===== config.mk =====
export PLATFORM = sky130hd
export DESIGN_NAME = spi_reg_slave
export DESIGN_NICKNAME = d
export VERILOG_FILES = /design/src/rtl/spi_reg_pkg.sv /design/src/rtl/spi_sync_edge.sv /design/src/rtl/spi_reg_slave.sv
export SDC_FILE = /design/constraint.sdc
export NUM_CORES = 1
export LEC_CHECK = 0
export CORE_MARGIN = 1.5
export CORE_UTILIZATION = 45
export CTS_BUF_LIST = sky130_fd_sc_hd__clkbuf_4 sky130_fd_sc_hd__clkbuf_8
export DETAILED_ROUTE_END_ITERATION = 10
export GPL_TIMING_DRIVEN = 0
export PLACE_DENSITY = 0.78
export SYNTH_ARGS = -nofsm -noshare
export SYNTH_HDL_FRONTEND = slang
export SYNTH_SLANG_ARGS = --single-unit
export TNS_END_PERCENT = 10

===== constraint.sdc =====
create_clock -name clk -period 4.65 [get_ports clk]
set_input_delay 0.6975 -clock clk [delete_from_list [all_inputs] [get_ports clk]]
set_output_delay 0.6975 -clock clk [all_outputs]
set_load 0.1 [all_outputs]

===== src/rtl/spi_reg_pkg.sv =====
// spi_reg_pkg: shared FSM state type and SPI edge-select helpers for spi_reg_slave
package spi_reg_pkg;
  typedef enum logic [1:0] {IDLE, CMD, ADDR, DATA} state_t;
  localparam logic EDGE_RISE = 1'b1;
  localparam logic EDGE_FALL = 1'b0;
  // sample on rising sclk when CPOL==CPHA, falling otherwise; shift uses the other edge
  function automatic logic sample_edge(input int cpol, input int cpha);
    return ((cpol != 0) == (cpha != 0)) ? EDGE_RISE : EDGE_FALL;
  endfunction
endpackage


===== src/rtl/spi_sync_edge.sv =====
// spi_sync_edge: multi-flop synchroniser with change detection for one async input
// ports: clk, reset (async, high); i_d raw input; o_q synchronised level; o_edge one-clk pulse on any change of o_q
module spi_sync_edge
  import spi_reg_pkg::*;
#(
  parameter int   STAGES  = 2,
  parameter logic RST_LVL = 1'b0
) (
  input  logic clk,
  input  logic reset,
  input  logic i_d,
  output logic o_q,
  output logic o_edge
);
  logic [STAGES-1:0] r_sync;
  logic r_prev;
  always_ff @(posedge clk or posedge reset)
    if (reset) begin
      r_sync <= {STAGES{RST_LVL}};
      r_prev <= RST_LVL;
    end else begin
      r_sync <= {r_sync[STAGES-2:0], i_d};
      r_prev <= r_sync[STAGES-1];
    end
  assign o_q = r_sync[STAGES-1];
  assign o_edge = o_q ^ r_prev;
endmodule


===== src/rtl/spi_reg_slave.sv =====
// spi_reg_slave: SPI slave bridging R/W + address + burst data frames onto a simple register bus
// ports: clk, reset (async, high); sclk/cs_n/mosi raw SPI pins; miso/miso_oe serial out and enable;
//        wr_en/wr_addr/wr_data write strobe; rd_req/rd_addr read request, rd_data valid 1 clk after rd_req;
//        busy frame in progress; frame_err one-clk pulse on a frame aborted mid-field
module spi_reg_slave
  import spi_reg_pkg::*;
#(
  parameter int ADDR_W      = 4,
  parameter int DATA_W      = 8,
  parameter int CPOL        = 0,
  parameter int CPHA        = 0,
  parameter int SYNC_STAGES = 2
) (
  input  logic              clk,
  input  logic              reset,
  input  logic              sclk,
  input  logic              cs_n,
  input  logic              mosi,
  output logic              miso,
  output logic              miso_oe,
  output logic              wr_en,
  output logic [ADDR_W-1:0] wr_addr,
  output logic [DATA_W-1:0] wr_data,
  output logic              rd_req,
  output logic [ADDR_W-1:0] rd_addr,
  input  logic [DATA_W-1:0] rd_data,
  output logic              busy,
  output logic              frame_err
);
  localparam logic SAMPLE_EDGE = sample_edge(CPOL, CPHA);
  localparam logic SCLK_IDLE = CPOL != 0;
  localparam int CW = $clog2(DATA_W > ADDR_W ? DATA_W : ADDR_W) + 1;
  logic w_sclk, w_sclk_e, w_cs, w_cs_e, w_mosi, w_sample, w_shift, w_last;
  logic [SYNC_STAGES-1:0] r_mosi;
  state_t r_state, w_next;
  logic [CW-1:0] r_cnt;
  logic r_rw, r_load, r_miso, r_wr_en, r_rd_req, r_ferr;
  logic [ADDR_W-1:0] r_addr, r_wr_addr, r_rd_addr, w_addr_in;
  logic [DATA_W-2:0] r_rx;
  logic [DATA_W-1:0] r_tx, r_wr_data, w_word_in;
  spi_sync_edge #(.STAGES(SYNC_STAGES), .RST_LVL(SCLK_IDLE)) u_sclk (
    .clk(clk), .reset(reset), .i_d(sclk), .o_q(w_sclk), .o_edge(w_sclk_e));
  spi_sync_edge #(.STAGES(SYNC_STAGES), .RST_LVL(1'b1)) u_cs (
    .clk(clk), .reset(reset), .i_d(cs_n), .o_q(w_cs), .o_edge(w_cs_e));
  // mosi shares the synchroniser depth so it lines up with the detected sclk edge
  always_ff @(posedge clk or posedge reset)
    if (reset) r_mosi <= '0;
    else r_mosi <= {r_mosi[SYNC_STAGES-2:0], mosi};
  assign w_mosi = r_mosi[SYNC_STAGES-1];
  assign w_sample = w_sclk_e & ~w_cs & (w_sclk == SAMPLE_EDGE);
  assign w_shift = w_sclk_e & ~w_cs & (w_sclk != SAMPLE_EDGE);
  assign w_addr_in = {r_addr[ADDR_W-2:0], w_mosi};
  assign w_word_in = {r_rx, w_mosi};
  always_comb begin
    w_last = w_sample & ((r_state == CMD) | ((r_state == ADDR) & (r_cnt == CW'(ADDR_W - 1))) |
                         ((r_state == DATA) & (r_cnt == CW'(DATA_W - 1))));
    w_next = w_cs ? IDLE : (r_state == IDLE) ? (w_cs_e ? CMD : IDLE) :
             w_last ? ((r_state == CMD) ? ADDR : DATA) : r_state;
  end
  always_ff @(posedge clk or posedge reset)
    if (reset) r_state <= IDLE;
    else r_state <= w_next;
  always_ff @(posedge clk or posedge reset)
    if (reset) begin
      r_cnt <= '0;
      r_rw <= 1'b0;
      r_load <= 1'b0;
      r_miso <= 1'b0;
      r_wr_en <= 1'b0;
      r_rd_req <= 1'b0;
      r_ferr <= 1'b0;
      r_addr <= '0;
      r_wr_addr <= '0;
      r_rd_addr <= '0;
      r_rx <= '0;
      r_tx <= '0;
      r_wr_data <= '0;
    end else begin
      r_wr_en <= 1'b0;
      r_rd_req <= 1'b0;
      // only a deselect that leaves a field half-received counts as an abort
      r_ferr <= w_cs & w_cs_e & ((r_state == ADDR) | ((r_state == DATA) & (r_cnt != '0)));
      r_load <= r_rd_req;
      if (r_load) r_tx <= rd_data;
      if (w_cs) begin
        r_cnt <= '0;
        r_rw <= 1'b0;
        r_miso <= 1'b0;
      end else if (w_sample & (r_state != IDLE)) begin
        r_cnt <= w_last ? '0 : r_cnt + 1'b1;
        if (r_state == CMD) r_rw <= w_mosi;
        if (r_state == ADDR) r_addr <= w_addr_in;
        if (r_state == DATA) r_rx <= w_word_in[DATA_W-2:0];
        if (w_last & (r_state == ADDR) & r_rw) begin
          r_rd_req <= 1'b1;
          r_rd_addr <= w_addr_in;
        end
        if (w_last & (r_state == DATA)) begin
          r_addr <= r_addr + 1'b1;
          r_rd_req <= r_rw;
          r_wr_en <= ~r_rw;
          if (r_rw) r_rd_addr <= r_addr + 1'b1;
          else begin
            r_wr_addr <= r_addr;
            r_wr_data <= w_word_in;
          end
        end
      end else if (w_shift & (r_state == DATA) & r_rw) begin
        r_miso <= r_tx[DATA_W-1];
        r_tx <= {r_tx[DATA_W-2:0], 1'b0};
      end
    end
  assign miso = r_miso;
  assign miso_oe = ~w_cs;
  assign wr_en = r_wr_en;
  assign wr_addr = r_wr_addr;
  assign wr_data = r_wr_data;
  assign rd_req = r_rd_req;
  assign rd_addr = r_rd_addr;
  assign busy = r_state != IDLE;
  assign frame_err = r_ferr;
endmodule


* Word-level counts from Yosys, hierarchy flattened
Index checks and enable logic that the tools add are counted.
Cells by class: add/subtract/negate cells 2, muxes and demuxes 30, bitwise operators 23, reduce and logical (&&, ||, !) cells 14, eq/ne operators 6
Operators with widths (count):
- $mux 4 | 8
- $mux 8 | 4
- $and 1x1->1 | 15
- $mux 1 | 15
- $reduce_bool 2->1 | 5
- $add 4x1->4 const B | 2
- $mux 2 | 3
- $reduce_and 2->1 | 3
- $reduce_and 3->1 | 2
- $eq 2x2->1 const B | 2
- $eq 4x2->1 const B | 1
- $eq 4x3->1 const B | 1
- $reduce_and 4->1 | 1
- $reduce_bool 4->1 | 1
- $not 1->1 | 3
- $or 1x1->1 | 3
- $reduce_bool 3->1 | 1
- $eq 2x1->1 const B | 1
- $logic_not 2->1 | 1
- $ne 2x1->1 const B | 1
- $xor 1x1->1 | 2
Storage, ports and cells: logic and storage cells 94, output and inout bits 22, bits in registers 55, input bits 13

* Logic depth before layout (Yosys ltp)
Gate-level depths: netlist (run 1).
depth after elaboration 11, depth in mapped cells 6, mapped depth without buffers 5

* Hierarchy
From an unflattened synthesis (run 1), not the netlist that was laid out.
Second synthesis, totals: cell total of the unflattened synthesis 203, area, all modules 2417.3 um^2
By module, submodules not included:
- spi_reg_slave | area an instance 2238.4 um^2, instances 1, seq. area each 1226.2 um^2, cells an instance 193
- spi_sync_edge at u_cs | area an instance 91.3 um^2, instances 1, seq. area each 78.8 um^2, cells an instance 5
- spi_sync_edge at u_sclk | area an instance 87.6 um^2, instances 1, seq. area each 75.1 um^2, cells an instance 5

* Worst setup path after synthesis (run 1)
OpenSTA, ideal clock, no wires.
path kind reg2out, start point register r_state[0], end point output port busy, path buffers 1, cell stages (with the launch flop) 4, data required time 3.953 ns, path slack 2.772 ns, arrival 1.181 ns, path through dfrtp_1 buf_2 nor2_1 inv_1
On the way: word-level cells in the longest chain between the ends 1
RTL lines:
- from (decl) | RTL line spi_reg_slave.sv:35 | state_t r_state, w_next;
- from (signal assigned) | RTL line spi_reg_slave.sv:62 | else r_state <= w_next;
- $reduce_bool 2->1 | RTL line spi_reg_slave.sv:120 | assign busy = r_state != IDLE;
- to (decl) | RTL line spi_reg_slave.sv:27 | output logic busy,
No other way between the ends.

* Worst setup path after layout (run 1)
Ends and elaborated chain as after synthesis.

==> results of run 1 <==
## critical path, cell delays in order, from the launching register on
cell	delay [ns]
dfrtp_1	0.36
buf_2	0.23
nor2_1	0.10
inv_1	0.09
clkdlybuf4s50_1	1.13
## through the flow
step / hold slack, ns / std cells / util [%] / power, mW / setup slack [ns]
floorplan: 0.331 / 198 / - / 0.553 / 2.61
global placement: 0.333 / 302 / 55.2 / 0.576 / 1.65
detailed placement: 0.336 / 303 / 55.6 / 0.580 / 2.09
CTS: 0.358 / 311 / 57.4 / 0.849 / 1.73
global route: 0.366 / 311 / 57.4 / 0.869 / 1.65
finish: 0.354 / 311 / 57.4 / 0.832 / 1.73
## sequential cells by signal, indices dropped and copies added, names as in the netlist, 2 cells and up
name           flops
wr_data            8
r_cnt              4
r_addr             4
rd_addr            4
wr_addr            4
r_mosi             2
r_rx               7
r_state            2
r_tx               8
u_sclk.r_sync      2
u_cs.r_sync        2
## cells in the final DEF, fill, tap and decap left out, drive strengths merged, types with 2 or more instances in the layout
cell type / Yosys / routed
a21oi: 5 / 5
a2bb2oi: 2 / 2
a31oi: 2 / 2
buf: 7 / 8
clkbuf: 2 / 7
clkdlybuf4s50: 0 / 34
clkinv: 0 / 2
dfrtp: 52 / 52
dfstp: 3 / 3
ha: 4 / 4
inv: 12 / 12
mux2: 20 / 20
mux2i: 9 / 9
nand2: 18 / 18
nand2b: 3 / 3
nand3: 4 / 4
nand4b: 2 / 2
nor2: 10 / 10
nor2b: 2 / 2
nor3: 4 / 4
o21a: 2 / 2
o21ai: 16 / 16
xnor2: 2 / 2
xor2: 2 / 2
## logic make-up after synthesis
group,count (synthesis),share of synthesized area [%]
muxes,29,13.1
AOI/OAI and AO/OA,36,10.0
xor gates and xnor gates,4,1.46
and+or+nand+nor,49,11.7
DFF,55,57.3
adders and majority gates,4,2.08
buffers and inverters,21,4.26
## routing by layer
layer | wire, µm | track usage [%] | vias up | part of all wire [%]
met2 | 2090 | 27.2 | 42 | 49
li1 | - | - | 770 | -
met1 | 1860 | 19.7 | 768 | 43
met5 | 0 | 0 | - | 0
met4 | 65 | 5.56 | 0 | 1.5
met3 | 268 | 4.79 | 7 | 6.3
## synthesized netlist by cell type, types with 3 or more instances
library cell  instances
a21oi_1               5
buf_2                 4
dfrtp_1              52
dfstp_2               3
ha_1                  4
inv_1                11
mux2_2               20
mux2i_1               9
nand2_1              18
nand2b_1              3
nand3_1               4
nor2_1                9
nor3_1                3
o21ai_0              15
## power breakdown
part / total (mW) / internal (mW) / leakage [nW] / switching, mW
clock: 0.262 / 0.108 / 0.0443 / 0.154
combinational: 0.0705 / 0.0280 / 0.527 / 0.0425
sequential: 0.500 / 0.488 / 0.708 / 0.0116
## worst max path at each step
| stage | startpoint | endpoint | slack [ns] | cells past startpoint |
|---|---|---|---|---|
| after floorplan | reset | frame_err$_DFF_PP0_ | 2.61 | 1 |
| after global placement | reset | r_mosi[0]$_DFF_PP0_ | 1.65 | 2 |
| after detailed placement | r_state[0]$_DFFE_PP0P_ | busy | 2.09 | 4 |
| after CTS | r_state[0]$_DFFE_PP0P_ | busy | 1.73 | 4 |
| after global routing | r_state[0]$_DFFE_PP0P_ | busy | 1.65 | 4 |
| final | r_state[0]$_DFFE_PP0P_ | busy | 1.73 | 4 |
## area by class of cell
class	count	share of cell area [%]
Clock inverter	3	0.849
Buffer	9	1.95
Clock buffer	5	2.33
Multi-Input combinational cell	122	31.4
Timing Repair Buffer	35	12.2
Inverter	12	1.53
Tap cell	70	2.97
Sequential cell	55	46.8
==> impl_results.md, run 1 <==
* Vias in the first global route at 1,616
* Launch point of the worst hold path: u_sclk.r_sync[0]$_DFF_PP0_
* Antenna Cells at 0
* Number of port buffers at 34
* CTS tree: done
* Placed Area at 2860 µm²
* R2r worst-path depth at 6
* CTS Root Cell: clkbuf_8
* Largest net degree at the start of global routing at 34
* # fillers at 451
* P&R area growth vs syn at 22.5%
* Cell taking the most area after synthesis: dfrtp_1
* Skew-Pair Late Insertion Delay at 0.31 ns
* Die width at 76.1 µm
* H-tree levels at 2
* Hold Crit Depth at 0
* Status: completed
* Cell Area, Synth at 2410 µm²
* VDD IR max at 0.157 mV
* Period utilization at 62.8%
* Synth Register Bits at 55
* GR Overflow Total at 0
* Pwr dens at 282 nW/µm²
* Max FO, Critical Path at 10
* Dominant synthesized flop cell: dfrtp_1
* Clock-pin slew on the worst setup and hold paths at 0.09 ns
* Post-cts resize count at 0
* Area of the multi-input gates at 925 µm²
* Vias at 1,587
* # IOs at 35
* Hold endpoint: u_sclk.r_sync[1]$_DFF_PP0_
* Setup CP Type: flop to output pin
* Setup violations, final at 0
* Worst slew pin tran at 0.982 ns
* CORE AREA at 5140 µm²
* Reg2Reg Setup Slack at 2.60 ns
* Seq. cell area at 1380 µm²
* Vias per inst at 5.10
* Tot GR Track Use at 16.1%
* Die height at 76.1 µm
* DR pass1 iterations at 4
* FF-to-FF Start: r_cnt[0]$_DFFE_PP0P_
* EDFF count, synth at 0
* Yosys cell types at 44
* GPL Wtd Cong at 0.764
* Critical Path AT at 2.22 ns
* Initial Utilization at 46.8%
* Fin nets at 257
* Max Clock Skew at 0.00642 ns
* Leak at 1.28 nW
* Fraction of registers with async set/reset at 100%
* Sum of negative setup slack at 0 ns
* CTS Hold Bufs at 0
* CP Capture Type: output pin
* Gate Count Post-Synth at 198
* Share of the synthesized area in the top cell type at 54.1%
* HP Class: flop to flop
* Routed len/inst at 13.8 µm
* Sinks on Clock Net at 55
* First DRT Iteration DRCs at 77
* Initial antenna violation count at 0
* Max Cap Violations at 0
* Final Hold Fails at 0
* Unrepaired setup endpoints after global routing: no
* # Post-CTS Setup Buffers at 0
* Clock buffer count from CTS at 5
* Data required, critical path at 3.95 ns
* Synth warnings at 0
* DRC Markers at 0
* Clock Path Buffers at 2
* Register area share after synthesis at 57.3%
* Fmax at 342 MHz
* Post-route design area at 2950 µm²
* Largest cells by area after synthesis: dfrtp_1 54%, mux2_2 9.4%, mux2i_1 3.7%
* Minimum clock period at 2.92 ns
* Final Max Tran Viols at 0
* Syn avg cell area at 12.2 µm²
* First-pass GRT wire length at 7.49 mm
* CP startpoint kind: flop
* Die ar. at 5800 µm²
* Drt total wl at 4.28 mm
* Share of layout cells above drive strength 1 at 19.5%
* FF-to-FF End: wr_addr[1]$_DFFE_PP0P_
* Slew headroom at 34.3%
* DP HPWL at 3.07 mm
* Cell Rows at 26
* Syn_nets at 215
* Detail Route Antenna Nets at 0
Power figures use the tool's default switching activity.
==> run 2: changes to the inputs <==
==> constraint.sdc (replaced) <==
create_clock -name clk -period 2.91 [get_ports clk]
set_input_delay 0.4365 -clock clk [delete_from_list [all_inputs] [get_ports clk]]
set_output_delay 0.4365 -clock clk [all_outputs]
set_load 0.1 [all_outputs]
==> results of run 2 <==
Same layout as run 1 (identical final DEF). Status: completed.
Among the figures that moved: setup slack after placement 2.09 ns -> 0.615 ns; setup slack after layout 1.73 ns -> 0.250 ns; register-to-register setup slack 2.60 ns -> 0.86 ns; total power 0.832 mW -> 1.33 mW; worst IR drop on VDD 0.157 mV -> 0.250 mV
